==> config.mk <==
export PLATFORM = sky130hd
export DESIGN_NAME = instr_fetch_unit
export DESIGN_NICKNAME = d
export VERILOG_FILES = /design/src/rtl/instr_fetch_unit.sv
export SDC_FILE = /design/constraint.sdc
export NUM_CORES = 1
export LEC_CHECK = 0
export BUFFER_PORTS_ARGS = -buffer_cell sky130_fd_sc_hd__buf_4
export CAP_MARGIN = 10
export CORE_ASPECT_RATIO = 1.2
export CORE_MARGIN = 2
export CORE_UTILIZATION = 45
export DETAILED_ROUTE_END_ITERATION = 12
export PLACE_DENSITY = 0.75
export REMOVE_ABC_BUFFERS = 1
export SLEW_MARGIN = 20
export SYNTH_ARGS = -nofsm -noshare
export SYNTH_HDL_FRONTEND = slang
export SYNTH_SLANG_ARGS = --single-unit
==> constraint.sdc <==
create_clock -name clk -period 4.1 [get_ports clk]
set_clock_uncertainty 0.2 [all_clocks]
set_input_delay 0.615 -clock clk [delete_from_list [all_inputs] [get_ports clk]]
set_output_delay 0.615 -clock clk [all_outputs]
set_load 0.01 [all_outputs]
==> src/rtl/instr_fetch_unit.sv <==
// rtl/instr_fetch_unit.sv - RV32I instruction fetch front end with PC, imem req/ack and decode valid/ready.
// Optional one-entry prefetch buffer and S_DROP state under `ifdef IFU_PREFETCH_EN.
module instr_fetch_unit #(
  parameter logic [31:0] RESET_PC  = 32'h0000_0000,
  parameter logic [31:0] NOP_INSTR = 32'h0000_0013
) (
  input  logic        clk,
  input  logic        rst,
  output logic        imem_req,
  output logic [31:0] imem_addr,
  input  logic        imem_ack,
  input  logic [31:0] imem_rdata,
  output logic [31:0] instr,
  output logic [31:0] instr_pc,
  output logic [31:0] pc_plus4,
  output logic        instr_valid,
  input  logic        instr_ready,
  input  logic        pcsrc,
  input  logic [31:0] pc_target,
  output logic        fetch_misalign
);

`ifdef IFU_PREFETCH_EN
  typedef enum logic [1:0] {S_IDLE, S_REQ, S_OUT, S_DROP} state_t;
`else
  typedef enum logic [1:0] {S_IDLE, S_REQ, S_OUT} state_t;
`endif

  state_t      state_q, state_d;
  logic [31:0] fetch_pc_q, fetch_pc_d;
  logic [31:0] instr_q, instr_d;
  logic [31:0] instr_pc_q, instr_pc_d;
  logic        valid_q, valid_d;
  logic        misalign_q, misalign_d;
  logic        req_c;
  logic        accept;
  logic [31:0] target_aligned;

`ifdef IFU_PREFETCH_EN
  logic [31:0] buf_q, buf_d;
  logic        buf_valid_q, buf_valid_d;
  logic [31:0] redir_q, redir_d;
`endif

  assign accept         = valid_q && instr_ready;
  assign target_aligned = {pc_target[31:2], 2'b00};

  always_ff @(posedge clk) begin
    if (rst) begin
      state_q     <= S_IDLE;
      fetch_pc_q  <= RESET_PC;
      instr_q     <= NOP_INSTR;
      instr_pc_q  <= RESET_PC;
      valid_q     <= 1'b0;
      misalign_q  <= 1'b0;
`ifdef IFU_PREFETCH_EN
      buf_q       <= NOP_INSTR;
      buf_valid_q <= 1'b0;
      redir_q     <= RESET_PC;
`endif
    end else begin
      state_q     <= state_d;
      fetch_pc_q  <= fetch_pc_d;
      instr_q     <= instr_d;
      instr_pc_q  <= instr_pc_d;
      valid_q     <= valid_d;
      misalign_q  <= misalign_d;
`ifdef IFU_PREFETCH_EN
      buf_q       <= buf_d;
      buf_valid_q <= buf_valid_d;
      redir_q     <= redir_d;
`endif
    end
  end

  always_comb begin
    state_d     = state_q;
    fetch_pc_d  = fetch_pc_q;
    instr_d     = instr_q;
    instr_pc_d  = instr_pc_q;
    valid_d     = valid_q;
    misalign_d  = 1'b0;
    req_c       = 1'b0;
`ifdef IFU_PREFETCH_EN
    buf_d       = buf_q;
    buf_valid_d = buf_valid_q;
    redir_d     = redir_q;
`endif
    case (state_q)
      S_IDLE: state_d = S_REQ;
      S_REQ: begin
        req_c = 1'b1;
        if (imem_ack) begin
          instr_d    = imem_rdata;
          instr_pc_d = fetch_pc_q;
          valid_d    = 1'b1;
          fetch_pc_d = fetch_pc_q + 32'd4;
          state_d    = S_OUT;
        end
      end
      S_OUT: begin
`ifdef IFU_PREFETCH_EN
        // Prefetch whenever the buffer has room; the request stays up across the accept.
        req_c = !buf_valid_q;
        if (accept && pcsrc) begin
          valid_d     = 1'b0;
          buf_valid_d = 1'b0;
          misalign_d  = |pc_target[1:0];
          if (!buf_valid_q && !imem_ack) begin
            redir_d = target_aligned;
            state_d = S_DROP;
          end else begin
            fetch_pc_d = target_aligned;
            state_d    = S_REQ;
          end
        end else if (accept) begin
          if (buf_valid_q) begin
            instr_d     = buf_q;
            instr_pc_d  = instr_pc_q + 32'd4;
            buf_valid_d = 1'b0;
          end else if (imem_ack) begin
            instr_d    = imem_rdata;
            instr_pc_d = fetch_pc_q;
            fetch_pc_d = fetch_pc_q + 32'd4;
          end else begin
            valid_d = 1'b0;
            state_d = S_REQ;
          end
        end else if (!buf_valid_q && imem_ack) begin
          buf_d       = imem_rdata;
          buf_valid_d = 1'b1;
          fetch_pc_d  = fetch_pc_q + 32'd4;
        end
`else
        if (accept) begin
          valid_d = 1'b0;
          state_d = S_REQ;
          if (pcsrc) begin
            fetch_pc_d = target_aligned;
            misalign_d = |pc_target[1:0];
          end
        end
`endif
      end
`ifdef IFU_PREFETCH_EN
      S_DROP: begin
        // Old request must complete at its original address; its data is discarded.
        req_c = 1'b1;
        if (imem_ack) begin
          fetch_pc_d = redir_q;
          state_d    = S_REQ;
        end
      end
`endif
      default: state_d = S_IDLE;
    endcase
  end

  assign imem_req       = req_c;
  assign imem_addr      = fetch_pc_q;
  assign instr          = valid_q ? instr_q : NOP_INSTR;
  assign instr_pc       = instr_pc_q;
  assign pc_plus4       = instr_pc_q + 32'd4;
  assign instr_valid    = valid_q;
  assign fetch_misalign = misalign_q;

endmodule

; Word-level counts from Yosys, hierarchy flattened
; Index checks and enable logic that the tools add are counted.
; W data, S select, Z words.
[totals]
latchBits = 0
elab_cells = 37
regBits = 100
n_memories = 0
rom_bits = 0
mem_bits_rw = 0
[op_classes]
multipliers = 0
n_reduce_logical = 9
div_mod_pow = 0
n_mux = 12
add_sub_neg = 2
n_shift = 0
eq_ne = 5
n_bitwise = 3
magnitude_cmp = 0
[op_table]
columns = operator, count
row1 = $mux W32, 4
row2 = $add A32 B3 Y32 const B, 2
row3 = $pmux W32 S2, 1
row4 = $ne A2 B2 Y1 const B, 3
row5 = $pmux W2 S3, 1
row6 = $mux W2, 2
row7 = $reduce_and A2 Y1, 2
row8 = $reduce_and A4 Y1, 1
row9 = $reduce_or A4 Y1, 1
row10 = $mux W1, 3
row11 = $not A1 Y1, 3
row12 = $reduce_and A3 Y1, 1
row13 = $eq A2 B1 Y1 const B, 1
row14 = $eq A2 B2 Y1 const B, 1
row15 = $logic_not A2 Y1, 1
row16 = $pmux W1 S2, 1
row17 = $reduce_bool A2 Y1, 1
row18 = $reduce_or A2 Y1, 1
row19 = $logic_and A1 B1 Y1, 1

; Logic depth before layout (Yosys ltp)
[depth]
ltp_word = 3
mapped_depth = 7
mapped_depth_nobuf = 6

; Least setup slack after synthesis
; Ideal clock, no wire load.
[synth_timing]
kind = register to output
from = register instr_pc_q[16] (netlist: instr_pc[16])
to = output pc_plus4[31]
path_stages_with_launch = 7
arrival_ns = 1.614
path_slack_ns = 1.671
required_time_ns = 3.285
path_cell_list = dfxtp_1 > and4_1 > and2_0 > clkbuf_1 > nand2_1 > nor4_1 > xor2_1
[synth_via]
elab_chain_cells = 1
[synth_rtl]
columns = element, line
row1 = start: declaration, 32  ; logic [31:0] instr_pc_q, instr_pc_d;
row2 = start signal: assignment, 65  ; instr_pc_q <= instr_pc_d;
row3 = $add A32 B3 Y32, 163  ; assign pc_plus4 = instr_pc_q + 32'd4;
row4 = end: declaration, 15  ; output logic [31:0] pc_plus4,
; No other way between the ends.

; Final worst setup path
[layout_timing]
from = register instr_pc_q[2] (netlist: instr_pc[2])
to = output pc_plus4[26]
; Same word-level chain as after synthesis.

==> flow_metrics.tcl <==
set metrics [dict create \
    status "finished, final reports clean" \
    first_iter_violations 250 \
    drt_wl_total_mm 15.4 \
    min_period_ns 2.98 \
    synth_top_family_by_area "simple AND/OR/NAND/NOR gates" \
    setup_viol_count_final 0 \
    utilization 0.615 \
    synth_compound_area_frac 0.160 \
    regToRegStartpoint "imem_addr[2]$_SDFFE_PP0P_" \
    p_switching_uw 503 \
    p_seq_frac 0.496 \
    p_comb_frac 0.119 \
    final_layout_size_suffix_gt1_frac 0.268 \
    pwr-share-clk 0.386 \
    synthesis.area_um2 5120 \
    fin_crit_sh 0.727 \
    cts.repair.resized 0 \
    drv_slew 0 \
    synth_xor_area_frac 0.0479 \
    p_int_mw 1.49 \
    worst_r2r_path_depth 6 \
    synth-edff-count 0 \
    post-place-ws_ns 1.51 \
    grt_pass1_vias 4838 \
    grt_max_degree 101 \
    die-area_um2 12200 \
    startpoint_type "flip-flop" \
    cp-startpoint "instr_pc[2]$_SDFFE_PP0P_" \
    synthAdderAreaFrac 0.00489 \
    synth_cell_types 60 \
    cp_max_fo 8 \
    ys_async_sr_fraction 0 \
    ys.flop_type "dfxtp_1" \
    grt_setup_unrepaired "false" \
    place_congestion 0.931 \
    antenna_found_initial 0 \
    fp.dieH_um 121 \
    grt_overflow_total 0 \
    r2r_slack_ns 1.60 \
    cap_violations 0 \
    yosys_register_bits 96 \
    clock_latency_ns 0.34 \
    yosys_warnings 0 \
    syn_area_per_cell_um2 7.40 \
    ant_nets 0 \
    htreeDepth 3 \
    max_freq_mhz 335 \
    worst_slew_pin_slew_ns 1.07 \
    dr.pass1.iters 4 \
    setup_slack_ns 1.12 \
    wire_per_inst_um 15.6 \
    drt-vias-per-instance 5.51 \
    hpwl_mm 11.2 \
    cts_buffers 9 \
    coreArea_um2 11000 \
    grt_pass1_wl_mm 23.9 \
    diodes 0 \
    crit_path_end "pc_plus4[26]" \
    grt.total_usage 0.243 \
    worstSetupPathType "flip-flop to output port" \
    netSwitchingFraction 0.252 \
    cts_tree "built" \
    required_ns 3.28 \
    cts.sinks 96 \
    worst_ep_arrival_time_ns 2.17 \
    num_io_pins 200 \
    port_buffers 193 \
    synth_cells 692 \
    hp-class "flip-flop to flip-flop" \
    syn_to_final_growth_pct 32.6 \
    p_leak_nw 2.79 \
    fin_nets 921 \
    drc 0 \
    slew_headroom 0.284 \
    power.density_nw_per_um2 294 \
    hold_violations 0 \
    fp.dieW_um 101 \
    synth_mux_area_frac 0.0156 \
    fin_area_um2 6790 \
    ys_seq_area_frac 0.376 \
    dpl-instance-area_um2 6520 \
    cts.path.max_buffers 2 \
    r2r-end "imem_addr[16]$_SDFFE_PP0P_" \
    core.rowCount 42 \
    whs_ns 0.251 \
    post_cts_buffers 0 \
    hold_buffers 0 \
    synth-simple-area-share 0.336 \
    crit_path_end_kind "output port" \
    initial_core_util 0.464 \
    peakVddDrop_mv 0.178 \
    clockRootBuffer "clkbuf_16" \
    vias 5436 \
    cts.clk_slew.worst_paths_ns 0.06 \
]
power groups by stage:
stage	sequential [mW]	combinational, mW	clock (mW)
after global placement	1.01	0.232	0
final	0.988	0.236	0.768
after global routing	0.992	0.260	0.824
after detailed placement	1.01	0.237	0
after CTS	0.988	0.238	0.783
after floorplan	1.01	0.104	0
synth_stat cells, types with 5 or more instances:
| cell | number | area [um2] |
|---|---|---|
| nand2_1 | 158 | 593 |
| dfxtp_1 | 96 | 1920 |
| nand4_1 | 16 | 100 |
| and2_1 | 36 | 225 |
| nor2_1 | 46 | 173 |
| xor2_1 | 7 | 61.3 |
| mux2i_1 | 8 | 80.1 |
| buf_1 | 5 | 18.8 |
| nand3_1 | 29 | 145 |
| clkbuf_1 | 35 | 131 |
| inv_1 | 8 | 30.0 |
| xnor2_1 | 21 | 184 |
| o21ai_0 | 15 | 75.1 |
| nand3b_1 | 5 | 37.5 |
| a21oi_1 | 82 | 410 |
| o22ai_1 | 6 | 37.5 |
| a22oi_1 | 5 | 37.5 |
| nor3_1 | 19 | 95.1 |
| and3_1 | 11 | 68.8 |
| buf_4 | 6 | 45.0 |
| a31oi_1 | 9 | 56.3 |
| nand2b_1 | 5 | 31.3 |
| and4_1 | 5 | 43.8 |
worst min-delay path by stage:
stage	startpoint	depth (start not counted)	slack (ns)	end
CTS	instr_q[9]$_SDFFE_PP0P_	2	0.25	instr_q[9]$_SDFFE_PP0P_
floorplan	instr_q[10]$_SDFFE_PP0P_	2	0.23	instr_q[10]$_SDFFE_PP0P_
global route	instr_q[17]$_SDFFE_PP0P_	2	0.27	instr_q[17]$_SDFFE_PP0P_
finish	instr_q[22]$_SDFFE_PP0P_	2	0.25	instr_q[22]$_SDFFE_PP0P_
detailed placement	instr_q[9]$_SDFFE_PP0P_	2	0.24	instr_q[9]$_SDFFE_PP0P_
global placement	instr_q[13]$_SDFFE_PP0P_	2	0.24	instr_q[13]$_SDFFE_PP0P_
critical path, cell delays in order, from the launching register on:
cell and delay, ns:
dfxtp_1 0.44, ha_1 0.27, and3_1 0.21, nand2_1 0.18, nor4_1 0.41, xor2_1 0.18, buf_4 0.13
sequential cells by signal (all words and copies together) (netlist names):
name / count
fetch_misalign: 1
instr_valid: 1
instr_pc: 30
state_q: 2
imem_addr: 30
instr_q: 32
cells by family (layout without fill, tap and decap cells):
group	Yosys count	count (layout)
and+or+nand+nor	354	354
DFF	96	96
muxes	8	8
AOI/OAI and AO/OA	140	140
buffers and inverters	63	221
other	1	6
adders and majority gates	2	2
xor gates and xnor gates	28	28
placed cells by master (no fill, tap or decap), types with 6 or more instances in the layout:
cell type	n
a21oi_1	82
a31oi_1	9
and2_1	35
and3_1	11
buf_4	197
clkbuf_16	9
conb_1	6
dfxtp_1	96
inv_1	8
mux2i_1	8
nand2_1	158
nand3_1	29
nand4_1	16
nor2_1	46
nor3_1	19
o21ai_0	14
o22ai_1	6
xnor2_1	21
xor2_1	7
area by class of cell:
class | count | area [um2]
Clock buffer | 13 | 250
Clock inverter | 3 | 17.5
Fill cell | 1041 | 4250
Inverter | 8 | 30.0
Multi-Input combinational cell | 538 | 2920
Sequential cell | 96 | 1920
Tap cell | 132 | 165
Timing Repair Buffer | 197 | 1480
stage by stage:
| stage | setup TNS (ns) | instances | power (mW) |
|---|---|---|---|
| after CTS | 0 | 987 | 2.01 |
| after global routing | 0 | 987 | 2.08 |
| after floorplan | -0.739 | 642 | 1.11 |
| final | 0 | 987 | 1.99 |
| after global placement | 0 | 971 | 1.24 |
| after detailed placement | 0 | 971 | 1.25 |
metal layers:
| metal | global-route usage | wire length (um) | part of all wire |
|---|---|---|---|
| met1 | 0.310 | 6530 | 0.42 |
| met2 | 0.410 | 7610 | 0.49 |
| met3 | 0.0277 | 872 | 0.057 |
| met4 | 0.104 | 408 | 0.026 |
| met5 | 0 | 0 | 0 |
Note: power is estimated with default switching activity, not from simulation.
